**src/rtl/conv_pkg.sv**
```systemverilog
// conv_pkg: types shared by the convolution-core control blocks.
//   sched_state_t : conv_event_scheduler FSM states
//   event_t       : {x, y, spikes} event word exchanged with capture
package conv_pkg;

  localparam int EVT_COORD_W = 8;
  localparam int EVT_CH_W    = 4;

  typedef enum logic [1:0] {
    S_IDLE      = 2'd0,
    S_DRAIN     = 2'd1,
    S_FIRE_REQ  = 2'd2,
    S_FIRE_WAIT = 2'd3
  } sched_state_t;

  typedef struct packed {
    logic [EVT_COORD_W-1:0] x;
    logic [EVT_COORD_W-1:0] y;
    logic [EVT_CH_W-1:0]    spikes;
  } event_t;

endpackage

```
**src/rtl/conv_event_scheduler.sv**
```systemverilog
// conv_event_scheduler: sits between event capture and the conv datapath.
// Forwards spike events one at a time through a one-entry holding register.
// A timestep marker stalls capture, drains in-flight work, then runs one
// fire/leak pass. Tracks completed timesteps and watches the fire pass.
//
// Ports
//   clk, rst         clock, synchronous active-high reset
//   enable           global run enable
//   ts_pulse         capture consumed a timestep word (1-cycle pulse)
//   evt_valid/data   event offered by capture, {x,y,spikes}
//   evt_ack          1-cycle accept pulse back to capture
//   capture_enable   capture may read its FIFO
//   conv_evt_*       held event handshake to the conv core
//   conv_busy        conv core still processing an accepted event
//   fire_start/done  fire/leak pass handshake (1-cycle pulses)
//   ts_count         completed timesteps, wraps
//   timeout_err      sticky fire-pass watchdog expiry
//   sched_idle       idle, nothing held, no timestep pending
//
// All outputs are registered, so they sit at 0 through reset and for the
// cycle after it. capture_enable and sched_idle are computed from next-state
// values, which makes them track the state registers with no added lag.
module conv_event_scheduler
  import conv_pkg::*;
#(
  parameter int BITS_PER_COORDINATE = 8,
  parameter int IN_CHANNELS         = 4,
  parameter int TS_COUNT_WIDTH      = 16,
  parameter int FIRE_TIMEOUT        = 4096,
  localparam int EW = 2*BITS_PER_COORDINATE + IN_CHANNELS
) (
  input  logic                      clk,
  input  logic                      rst,
  input  logic                      enable,
  input  logic                      ts_pulse,
  input  logic                      evt_valid,
  input  logic [EW-1:0]             evt_data,
  output logic                      evt_ack,
  output logic                      capture_enable,
  output logic                      conv_evt_valid,
  output logic [EW-1:0]             conv_evt_data,
  input  logic                      conv_evt_ack,
  input  logic                      conv_busy,
  output logic                      fire_start,
  input  logic                      fire_done,
  output logic [TS_COUNT_WIDTH-1:0] ts_count,
  output logic                      timeout_err,
  output logic                      sched_idle
);

  localparam int WDW = (FIRE_TIMEOUT > 2) ? $clog2(FIRE_TIMEOUT) : 1;
  localparam logic [WDW-1:0] WD_LAST = WDW'(FIRE_TIMEOUT - 1);

  sched_state_t              state, state_nx;
  logic                      ts_pending, ts_pending_nx;
  logic [WDW-1:0]            wd, wd_nx;
  logic                      accept, cv_nx, err_nx;
  logic [TS_COUNT_WIDTH-1:0] ts_nx;

  always_comb begin
    accept        = (state == S_IDLE) & evt_valid & ~conv_evt_valid & ~ts_pending & enable;
    cv_nx         = conv_evt_valid;
    state_nx      = state;
    ts_pending_nx = ts_pending;
    wd_nx         = '0;
    ts_nx         = ts_count;
    err_nx        = timeout_err;

    if (accept)                              cv_nx = 1'b1;
    else if (conv_evt_valid && conv_evt_ack) cv_nx = 1'b0;

    case (state)
      S_IDLE:      if (ts_pending && enable) state_nx = S_DRAIN;
      // Wait for the held event to be taken and the core to go quiet.
      S_DRAIN:     if (!conv_evt_valid && !conv_busy) state_nx = S_FIRE_REQ;
      S_FIRE_REQ: begin
        state_nx      = S_FIRE_WAIT;
        ts_pending_nx = 1'b0;
      end
      S_FIRE_WAIT: begin
        if (fire_done) begin
          state_nx = S_IDLE;
          ts_nx    = ts_count + 1'b1;
        end else if (wd == WD_LAST) begin
          // Abandon the pass; the timestep is not counted.
          state_nx = S_IDLE;
          err_nx   = 1'b1;
        end else begin
          wd_nx = wd + 1'b1;
        end
      end
      default:     state_nx = S_IDLE;
    endcase

    // A pulse always (re)pends, even on the FIRE_REQ edge, so no marker is lost.
    if (ts_pulse) ts_pending_nx = 1'b1;
  end

  always_ff @(posedge clk) begin
    if (rst) begin
      state          <= S_IDLE;
      ts_pending     <= 1'b0;
      wd             <= '0;
      evt_ack        <= 1'b0;
      conv_evt_valid <= 1'b0;
      conv_evt_data  <= '0;
      fire_start     <= 1'b0;
      ts_count       <= '0;
      timeout_err    <= 1'b0;
      capture_enable <= 1'b0;
      sched_idle     <= 1'b0;
    end else begin
      state          <= state_nx;
      ts_pending     <= ts_pending_nx;
      wd             <= wd_nx;
      evt_ack        <= accept;
      conv_evt_valid <= cv_nx;
      if (accept) conv_evt_data <= evt_data;
      fire_start     <= (state_nx == S_FIRE_REQ);
      ts_count       <= ts_nx;
      timeout_err    <= err_nx;
      capture_enable <= enable & (state_nx == S_IDLE) & ~ts_pending_nx & ~cv_nx;
      sched_idle     <= (state_nx == S_IDLE) & ~ts_pending_nx & ~cv_nx;
    end
  end

endmodule

```
**config.mk**
```make
export PLATFORM = sky130hd
export DESIGN_NAME = conv_event_scheduler
export DESIGN_NICKNAME = d
export VERILOG_FILES = /design/src/rtl/conv_pkg.sv /design/src/rtl/conv_event_scheduler.sv
export SDC_FILE = /design/constraint.sdc
export NUM_CORES = 1
export LEC_CHECK = 0
export ABC_AREA = 1
export CAP_MARGIN = 25
export CORE_MARGIN = 8
export CORE_UTILIZATION = 47
export DETAILED_ROUTE_END_ITERATION = 10
export GPL_TIMING_DRIVEN = 0
export PLACE_DENSITY = 0.87
export SLEW_MARGIN = 0
export SYNTH_ARGS = -nofsm -noshare
export SYNTH_HDL_FRONTEND = slang
export SYNTH_SLANG_ARGS = --single-unit
```
**constraint.sdc**
```tcl
create_clock -name clk -period 1.5 [get_ports clk]
set_input_delay 0.15 -clock clk [delete_from_list [all_inputs] [get_ports clk]]
set_output_delay 0.15 -clock clk [all_outputs]
set_load 0.005 [all_outputs]
```
==> reports/metrics.yaml, run 1 <==
vias: 2400
grt_use_met2_pct: 29.1
ys_seq_elements: 57
dieArea_um2: 7690
dp_cells: 472
max_cap_violations: 0
seq_area_um2: 1150
grt-busiest-layer: "met2"
end_kind: "output port"
synth_area_leaders: "dfxtp_1, inv_1, nand2_1"
drv_slew: 0
p_leak_nw: 1.28
start_kind: "flop"
cts.path.max_buffers: 2
synth-edff-count: 0
crit_fanout: 5
avgSynthCellArea_um2: 7.26
path_cells: "clkdlybuf4s50_1"
report.final.setup_viol: 0
cts_hold_buf: 0
place_area_um2: 3190
multi_input_area_um2: 1070
rrSetupSlack_ps: 90
ys_types: 25
place_hpwl_um: 4550
fp-row-count: 26
die_h_um: 87.7
use_met1_pct: 17.2
grt_pass1_vias: 2236
syn_nets: 363
p_per_area_nw_per_um2: 950
hold_path.class: "in -> reg"
finClkSkew_ps: 5.40
portBuffers: 69
slew_headroom_pct: 67.5
die_w_um: 87.7
cts.sinks: 57
post-route-util_pct: 68.7
ys_seq_area_share_pct: 47.2
wire_per_inst_um: 13.0
fmax_mhz: 702
drt_first_pass_iters: 7
grt_start_max_net_pins: 11
diodes: 0
clk_latency_ps: 330
max_stage_delay_ps: 540
core_um2: 5040
worst-setup-path-type: "reg -> out"
required_ps: 1350
crit_arrival_ps: 1280
antenna_found_initial: 0
use_met3_pct: 4.78
netlist_instances: 333
avgViaCountPerCell: 4.89
power_mw: 3.29
crit_path_top_delay_cell: "clkdlybuf4s50_1"
cts_root_buf: "clkbuf_8"
initial_utilization_pct: 47.9
layout-drive-gt1-share_pct: 10.7
grt_pass1_wl_um: 9840
drt-total-wl_um: 6360
cts_tree: "yes"
whs_ps: 420
ant_nets: 0
path_buf_inv: 1
async_flop_share_pct: 0
hold_viol: 0
clock_tree.htree_level_count: 3
status: "completed"
vdd_drop_max_mv: 0.824
path_clk_slew_ps: 60
yosysWarnings: 0
io_pins: 70
finalSetupTns_ps: 0
fin_nets: 447
fin_area_um2: 3470
grtUsageTotal_pct: 16.6
syn_to_final_growth_pct: 43.4
min_period_ps: 1430
synth_top_cell_by_area: "dfxtp_1"
dp_slack_ps: -165
n_fill_cell: 412
gp_congestion: 0.773
post-route-period-util_pct: 95.0
setup_slack_ps: 74.5
yosysTopAreaCellShare_pct: 47.2
synth_area_um2: 2420
overflow: 0
crit_family: "buffers and inverters"
cts_inserted_buffers: 9
first_iter_violations: 137
yosys_most_used_dff: "dfxtp_1"
worst_pin_slew_ps: 488
drc: 0
finalNonFillerCells: 491
[final cells by class]
cell class / instances / area share (%)
well taps: 70 / 2.53
plain buffers: 9 / 1.26
clock buffers: 13 / 4.87
repair buffers: 73 / 20.8
inverters: 57 / 6.17
clock inverters: 2 / 0.361
multi-input cells: 210 / 30.9
flip-flops and latches: 57 / 33.1
[routing by layer]
| metal | share of wire, % | vias to the layer above |
|---|---|---|
| li1 | - | 1217 |
| met1 | 41 | 1119 |
| met2 | 51 | 54 |
| met3 | 5.4 | 10 |
| met4 | 2.2 | 0 |
| met5 | 0 | - |
[cell usage in the layout (no fill, tap or decap)]
master,n
nor4_1,1
xor2_1,2
dfxtp_2,5
nor3_1,10
buf_4,4
clkbuf_8,12
clkbuf_2,2
and3_1,1
nor2_4,4
or2_2,2
o21ai_1,1
clkinvlp_4,1
nand2_2,2
o21ai_0,28
ha_4,1
nor2_1,41
nand4_1,4
a31oi_1,1
nand3_1,6
nor2_8,1
buf_6,1
a21oi_1,37
inv_1,57
nand2_1,56
clkinv_2,1
nor2_2,1
ha_2,1
clkdlybuf4s50_1,69
nor3b_1,3
nor3_2,1
nand3_4,1
nand3_2,4
dfxtp_1,52
clkbuf_1,7
o21ai_2,1
[flip-flops by register name (all words and copies together), names as in the netlist]
signal and cells:
wd 12, timeout_err 1, ts_pending 1, state 2, ts_count 16, evt_ack 1, sched_idle 1, capture_enable 1
conv_evt_valid 1, fire_start 1, conv_evt_data 20
[path summary, 6_finish.rpt]
| check | depth (start not counted) | startpoint | end |
|---|---|---|---|
| worst max-delay path | 1 | ts_count[8]$_SDFFE_PP0P_ | ts_count[8] |
| worst min-delay path | 3 | enable | capture_enable$_SDFF_PP0_ |
| worst max register to register | 7 | wd[0]$_SDFF_PP0_ | wd[9]$_SDFF_PP0_ |
| worst min register to register | 1 | wd[0]$_SDFF_PP0_ | wd[0]$_SDFF_PP0_ |
[Yosys cell counts, types with 3 or more instances]
cell type	instances
nand4_1	4
o21ai_0	30
nand3_2	4
a21oi_1	37
nor3b_1	3
nand2_1	57
nor3_1	10
inv_1	57
dfxtp_1	57
nand3_1	7
nor2_1	42
clkbuf_1	7
[worst min-delay path: cells and delay by family]
family / cells / cell delay, ps
and+or+nand+nor: 1 / 40
buffers and inverters: 2 / 520
[kinds of logic (layout without fill, tap and decap cells)]
group           after synthesis  in the layout  share of synthesized area (%)
flops                        57             57                           47.2
compound gates               68             68                           14.1
buf+inv                      66            154                           10.4
simple gates                138            138                           26.5
fa+ha+maj                     2              2                           1.04
xor+xnor                      2              2                          0.725
[where the power goes]
part / internal (mW) / switching, mW / total [mW]
combinational: 0.209 / 0.171 / 0.379
sequential: 1.58 / 0.0371 / 1.62
clock: 0.723 / 0.576 / 1.30
total: 2.51 / 0.784 / 3.29
[repair_timing]
action	CTS	global route
setup endpoints to repair	0	38
gates resized for setup	0	23
setup buffers	0	3
Note: power is estimated with default switching activity, not from simulation.
==> inputs of run 2 (changes only) <==
--- a/config.mk
+++ b/config.mk
@@ -5,10 +5,10 @@
 export SDC_FILE = /design/constraint.sdc
 export NUM_CORES = 1
 export LEC_CHECK = 0
-export ABC_AREA = 1
+export ABC_AREA = 0
 export CAP_MARGIN = 25
 export CORE_MARGIN = 8
-export CORE_UTILIZATION = 47
+export CORE_UTILIZATION = 46
 export DETAILED_ROUTE_END_ITERATION = 10
 export GPL_TIMING_DRIVEN = 0
 export PLACE_DENSITY = 0.87
==> run 2 against run 1 <==
The run now ends with negative setup slack left. Synthesized area decreased by 5.2%. Final cell count decreased by 9.0%. Die area decreased by 2.6%. Synthesized cell count decreased by 19%. Largest power group unchanged. Worst setup slack got worse by 150 ps. Sequential power decreased by 4%. Register-to-register slack got worse by 160 ps. Cell area increased by 4.5%. Non-clock buffer count increased by 27. First-iteration DRC count decreased by 41%. Count of clock-buffer cells in the layout unchanged.
==> reports/metrics.yaml, run 2 <==
synth.most_common_cell: "dfxtp_1"
path_clk_slew_ps: 60  # about the same
report.final.setup_viol: 5  # was 0
yosys_most_used_dff: "dfxtp_1"  # unchanged
place_hpwl_um: 4270  # was 4550 µm
synth_top_family_by_area: "simple AND/OR/NAND/NOR gates"  # unchanged
synth_common_cells: "dfxtp_1, nand2_1, nor2_1"  # was dfxtp_1, inv_1, nand2_1
io_pins: 70  # unchanged
dp_slack_ps: -423  # was -165 ps
yosysTopAreaCellShare_pct: 49.8  # was 47.2%
syn_to_final_growth_pct: 58.2  # was 43.4%
vdd_drop_max_mv: 0.623  # was 0.824 mV
drt-total-wl_um: 6940  # was 6360 µm
die_w_um: 86.6  # was 87.7 µm
largest_reg_flops: 20  # unchanged
layout.cells.most_common_list: "clkdlybuf4s50_1, nand2_1, nor2_1, dfxtp_1, buf_4"  # was clkdlybuf4s50_1, inv_1, nand2_1, dfxtp_1, nor2_1
grt_pass1_wl_um: 10100  # was 9840 µm
max_cap_violations: 0  # unchanged
grt_pass1_vias: 2164  # was 2,236
synth-edff-count: 0  # unchanged
cts.sinks: 57  # unchanged
worst-setup-path-type: "reg -> reg"  # was reg -> out
start_kind: "flop"  # unchanged
diodes: 0  # unchanged
crit_family: "compound AO/OA/AOI/OAI gates"  # was buffers and inverters
swShare_pct: 23.8  # about the same
path_cells: "ha_4 > nand3_4 > o41a_1 > a211o_1 > nor4b_2"  # was clkdlybuf4s50_1
synth_xor_area_share_pct: 8.03  # was 0.725%
crit_path_top_delay_cell: "dfxtp_2"  # was clkdlybuf4s50_1
p_seq_share_pct: 49.5  # was 49.0%
ys_seq_area_share_pct: 49.8  # was 47.2%
regMostFlops: "conv_evt_data"  # unchanged
finClkSkew_ps: 12.9  # was 5.40 ps
cts.path.max_buffers: 2  # unchanged
gp_congestion: 0.764  # was 0.773
largest_registers: "conv_evt_data x20, ts_count x16, wd x12"  # unchanged
cts_root_buf: "clkbuf_8"  # unchanged
p_leak_nw: 1.30  # was 1.28 nW
cts_hold_buf: 0  # unchanged
required_ps: 1740  # was 1350 ps
first_iter_violations: 81  # was 137
fin_nets: 405  # was 447
synth_top_cell_by_area: "dfxtp_1"  # unchanged
initial_utilization_pct: 48.2  # was 47.9%
drv_slew: 0  # unchanged
status: "finished with violations"  # was completed
ys_seq_elements: 57  # unchanged
post-route-util_pct: 76.2  # was 68.7%
netlist_instances: 270  # was 333
hold_viol: 0  # unchanged
drt_first_pass_iters: 4  # was 7
overflow: 0  # unchanged
p_switching_mw: 0.750  # was 0.784 mW
internal_power_mw: 2.40  # was 2.51 mW
final_common_cell: "clkdlybuf4s50_1"  # unchanged
cts_tree: "yes"  # unchanged
grt_start_max_net_pins: 11  # unchanged
dieArea_um2: 7490  # was 7690 µm²
antenna_found_initial: 0  # unchanged
ys_types: 36  # was 25
async_flop_share_pct: 0  # unchanged
vias: 2334  # was 2,400
clk_latency_ps: 340  # was 330 ps
clock_tree.htree_level_count: 3  # unchanged
synth_area_leaders: "dfxtp_1, nand2_1, a21oi_1"  # was dfxtp_1, inv_1, nand2_1
avgViaCountPerCell: 5.22  # was 4.89
synth_fa_ha_area_share_pct: 1.09  # was 1.04%
setup_slack_ps: -71.3  # was 74.5 ps
cts_inserted_buffers: 9  # unchanged
dp_cells: 405  # was 472
post-route-period-util_pct: 105  # was 95.0%
synthMuxAreaShare_pct: 0.437  # was 0%
hold_path.class: "in -> reg"  # unchanged
finalNonFillerCells: 447  # was 491
crit_fanout: 3  # was 5
p_per_area_nw_per_um2: 869  # was 950 nW/µm²
ant_nets: 0  # unchanged
yosys.area_share.simple_pct: 26.9  # was 26.5%
clkPwrFrac_pct: 40.6  # was 39.4%
path_buf_inv: 0  # was 1
violations: "negative setup slack"
fmax_mhz: 636  # was 702 MHz
layout-drive-gt1-share_pct: 25.0  # was 10.7%
slew_headroom_pct: 66.3  # was 67.5%
fp-row-count: 25  # was 26
min_period_ps: 1570  # was 1430 ps
synth_compound_area_share_pct: 9.89  # was 14.1%
crit_arrival_ps: 1820  # was 1280 ps
worst_pin_slew_ps: 506  # was 488 ps
end_kind: "flop"  # was output port
yosysWarnings: 0  # unchanged
drc: 0  # unchanged
wire_per_inst_um: 15.5  # was 13.0 µm
comb_power_share_pct: 10.0  # was 11.5%
syn_nets: 300  # was 363
portBuffers: 68  # was 69
avgSynthCellArea_um2: 8.48  # was 7.26 µm²
max_stage_delay_ps: 350  # was 540 ps
core_um2: 4750  # was 5040 µm²
die_h_um: 86.6  # was 87.7 µm
rsz0062_at_grt: "true"
synth_area_um2: 2290  # was 2420 µm²
grtUsageTotal_pct: 17.3  # was 16.6%
-- run 2: logic make-up (layout without fill, tap and decap cells) --
| family | after synthesis | in the layout |
|---|---|---|
| buffers and inverters | 21 | 131 |
| and+or+nand+nor | 128 | 128 |
| AOI/OAI and AO/OA | 40 | 40 |
| xor gates and xnor gates | 21 | 21 |
| adders and majority gates | 2 | 2 |
| DFF | 57 | 57 |
| muxes | 1 | 1 |
-- run 2: worst paths after layout --
path / from / to / slack (ps) / cells past startpoint
max: wd[1]$_SDFF_PP0_ / sched_idle$_SDFF_PP0_ / -70 / 5
min: rst / conv_evt_valid$_SDFF_PP0_ / 200 / 2
max reg2reg: wd[1]$_SDFF_PP0_ / sched_idle$_SDFF_PP0_ / -70 / 5
min reg2reg: conv_evt_data[3]$_SDFFE_PP0P_ / conv_evt_data[3]$_SDFFE_PP0P_ / 460 / 2
-- run 2: cell type report --
type	count	area (µm²)
inverters	6	22.5
plain buffers	13	77.6
repair buffers	96	896
clock buffers	13	159
well taps	67	83.8
multi-input cells	192	1180
clock inverters	3	15.0
flip-flops and latches	57	1190
fillers	338	1130
-- run 2: metal layers --
metal | share of wire [%] | GRT usage (%)
met5 | 0 | 0
met3 | 8.8 | 6.24
met4 | 1.8 | 7.82
met2 | 47 | 28.2
met1 | 42 | 19.8
-- run 2: power groups by stage --
stage | combinational, mW | clock (mW) | sequential, mW
after CTS | 0.307 | 1.27 | 1.57
final | 0.313 | 1.28 | 1.56
after global placement | 0.288 | 0 | 1.60
after global routing | 0.344 | 1.36 | 1.56
after floorplan | 0.125 | 0 | 1.61
after detailed placement | 0.291 | 0 | 1.61
-- run 2: metrics by stage --
stage	cell area, µm²	total power [mW]	TNS (ps)	hold WS (ps)
floorplan	2360	1.73	-17.5	285
global placement	3130	1.89	-3280	440
detailed placement	3130	1.90	-4090	446
CTS	3460	3.14	-147	184
global route	3620	3.27	-1430	221
finish	3620	3.15	-135	196
-- run 2: what timing repair did --
item                       4_1_cts  5_1_grt
pin swaps                        3        7
resized for setup               20       29
setup buffers                   14       14
setup endpoints to repair       18       37
==> inputs of run 3 (changes only) <==
--- a/config.mk
+++ b/config.mk
@@ -8,10 +8,11 @@
 export ABC_AREA = 0
 export CAP_MARGIN = 25
 export CORE_MARGIN = 8
-export CORE_UTILIZATION = 46
+export CORE_UTILIZATION = 30
+export CTS_CLUSTER_SIZE = 10
 export DETAILED_ROUTE_END_ITERATION = 10
 export GPL_TIMING_DRIVEN = 0
-export PLACE_DENSITY = 0.87
+export PLACE_DENSITY = 0.63
 export SLEW_MARGIN = 0
 export SYNTH_ARGS = -nofsm -noshare
 export SYNTH_HDL_FRONTEND = slang
==> run 3 against run 2 <==
The run still ends with negative setup slack left. Critical path type unchanged. Routed wire length shrank 10%. Global-route usage down 5.5 points. Clock skew decreased by 5.9 ps.
==> reports/metrics.yaml, run 3 (synthesis results as in run 2) <==
end_kind: "flop"  # unchanged
fin_nets: 404  # was 405
p_seq_share_pct: 47.9  # was 49.5%
core_um2: 7570  # was 4750 µm²
crit_arrival_ps: 1790  # was 1820 ps
vdd_drop_max_mv: 0.393  # was 0.623 mV
cp-endpoint: "sched_idle$_SDFF_PP0_"  # unchanged
initial_utilization_pct: 30.3  # was 48.2%
gp_congestion: 0.706  # was 0.764
slew_headroom_pct: 65.0  # was 66.3%
regMostFlops: "conv_evt_data"  # unchanged
largest_reg_flops: 20  # unchanged
drc: 0  # unchanged
crit_fanout: 3  # unchanged
post-route-period-util_pct: 104  # was 105%
grt_pass1_wl_um: 9740  # was 10,100 µm
dieArea_um2: 10700  # was 7490 µm²
layout-drive-gt1-share_pct: 23.7  # was 25.0%
drv_slew: 0  # unchanged
layout.cells.most_common_list: "clkdlybuf4s50_1, nand2_1, nor2_1, dfxtp_1, a21oi_1"  # was clkdlybuf4s50_1, nand2_1, nor2_1, dfxtp_1, buf_4
drt-total-wl_um: 6220  # was 6940 µm
p_leak_nw: 1.30  # about the same
cts.path.max_buffers: 2  # unchanged
final_common_cell: "clkdlybuf4s50_1"  # unchanged
cts_tree: "yes"  # unchanged
reg2reg_from: "wd[1]$_SDFF_PP0_"  # unchanged
portBuffers: 68  # unchanged
place_hpwl_um: 4320  # was 4270 µm
p_switching_mw: 0.722  # was 0.750 mW
status: "finished with violations"  # unchanged
io_pins: 70  # unchanged
dp_slack_ps: -449  # was -423 ps
worstReg2RegEnd: "sched_idle$_SDFF_PP0_"  # unchanged
overflow: 0  # unchanged
fmax_mhz: 644  # was 636 MHz
path_clk_slew_ps: 60  # about the same
hold_viol: 0  # unchanged
cts_hold_buf: 0  # unchanged
clock_tree.htree_level_count: 3  # unchanged
max_cap_violations: 0  # unchanged
die_h_um: 103  # was 86.6 µm
cts.sinks: 57  # unchanged
hold_path.class: "in -> reg"  # unchanged
worst_pin_slew_ps: 525  # was 506 ps
post-route-util_pct: 48.9  # was 76.2%
violations: "negative setup slack"  # unchanged
largest_registers: "conv_evt_data x20, ts_count x16, wd x12"  # unchanged
comb_power_share_pct: 9.8  # was 10.0%
grtUsageTotal_pct: 11.8  # was 17.3%
worst-setup-path-type: "reg -> reg"  # unchanged
grt_pass1_vias: 2062  # was 2,164
min_period_ps: 1550  # was 1570 ps
start_kind: "flop"  # unchanged
clkPwrFrac_pct: 42.2  # was 40.6%
wire_per_inst_um: 12.9  # was 15.5 µm
cts_root_buf: "clkbuf_8"  # unchanged
startpoint: "wd[1]$_SDFF_PP0_"  # unchanged
finClkSkew_ps: 6.99  # was 12.9 ps
syn_to_final_growth_pct: 61.6  # was 58.2%
internal_power_mw: 2.53  # was 2.40 mW
drt_first_pass_iters: 4  # unchanged
grt_start_max_net_pins: 11  # unchanged
cts_inserted_buffers: 9  # unchanged
rrSetupSlack_ps: -50  # was -70 ps
rr_worst_depth: 5  # unchanged
antenna_found_initial: 0  # unchanged
report.final.setup_viol: 2  # was 5
ant_nets: 0  # unchanged
vias: 2194  # was 2,334
setup_slack_ps: -52.9  # was -71.3 ps
required_ps: 1740  # about the same
swShare_pct: 22.2  # was 23.8%
fp-row-count: 32  # was 25
p_per_area_nw_per_um2: 880  # was 869 nW/µm²
rsz0062_at_grt: "true"  # unchanged
clk_latency_ps: 330  # was 340 ps
die_w_um: 103  # was 86.6 µm
avgViaCountPerCell: 4.56  # was 5.22
diodes: 0  # unchanged
first_iter_violations: 62  # was 81
## run 3: metal layers
metal / track usage [%] / up-vias / share of wire [%]
met4: 5.67 / 0 / 1.4
met3: 5.02 / 8 / 9.6
met1: 14.4 / 1003 / 46
met5: 0 / - / 0
met2: 17.5 / 60 / 43
li1: - / 1123 / -
## run 3: worst min path at each step
stage                                         startpoint  cells past startpoint  slack (ps)                        endpoint
after CTS                                            rst                      2         180       conv_evt_valid$_SDFF_PP0_
after detailed placement   conv_evt_data[6]$_SDFFE_PP0P_                      2         450   conv_evt_data[6]$_SDFFE_PP0P_
after global placement    conv_evt_data[15]$_SDFFE_PP0P_                      2         440  conv_evt_data[15]$_SDFFE_PP0P_
after floorplan                                 ts_pulse                      2         280           ts_pending$_SDFF_PP0_
after global routing                                 rst                      2         210       conv_evt_valid$_SDFF_PP0_
final                                                rst                      2         190       conv_evt_valid$_SDFF_PP0_
## run 3: area by class of cell
class / instances / area (µm²)
Timing Repair Buffer: 94 / 895
Tap cell: 102 / 128
Buffer: 14 / 96.3
Clock inverter: 3 / 40.0
Multi-Input combinational cell: 192 / 1180
Clock buffer: 13 / 149
Fill cell: 736 / 3870
Sequential cell: 57 / 1190
Inverter: 6 / 22.5
## run 3: power by group through the flow
stage	Combinational [mW]	Sequential [mW]	Clock, mW
finish	0.320	1.56	1.37
global route	0.353	1.56	1.51
CTS	0.306	1.57	1.43
detailed placement	0.297	1.61	0
global placement	0.294	1.60	0
floorplan	0.125	1.61	0
## run 3: per-stage QoR
step	power, mW	std cells	cell area [µm²]	hold WS (ps)	TNS, ps
after floorplan	1.73	270	2360	285	-17.5
after global placement	1.90	440	3170	441	-5040
after detailed placement	1.90	440	3170	448	-5830
after CTS	3.30	466	3490	184	-93.8
after global routing	3.43	481	3700	206	-392
final	3.25	481	3700	189	-56.6
## run 3: timing repair
action,in CTS,in global routing
endpoints found under the setup margin,31,37
buffers inserted,11,15
pin swaps,4,9
gates resized for setup,20,29
endpoints found under the hold margin,0,0
## run 3: critical path, cell delays in order (launching register included)
cell and delay (ps):
dfxtp_2 350, ha_4 150, nand3_4 90, o41a_1 350, a211o_1 320, nor4b_2 210
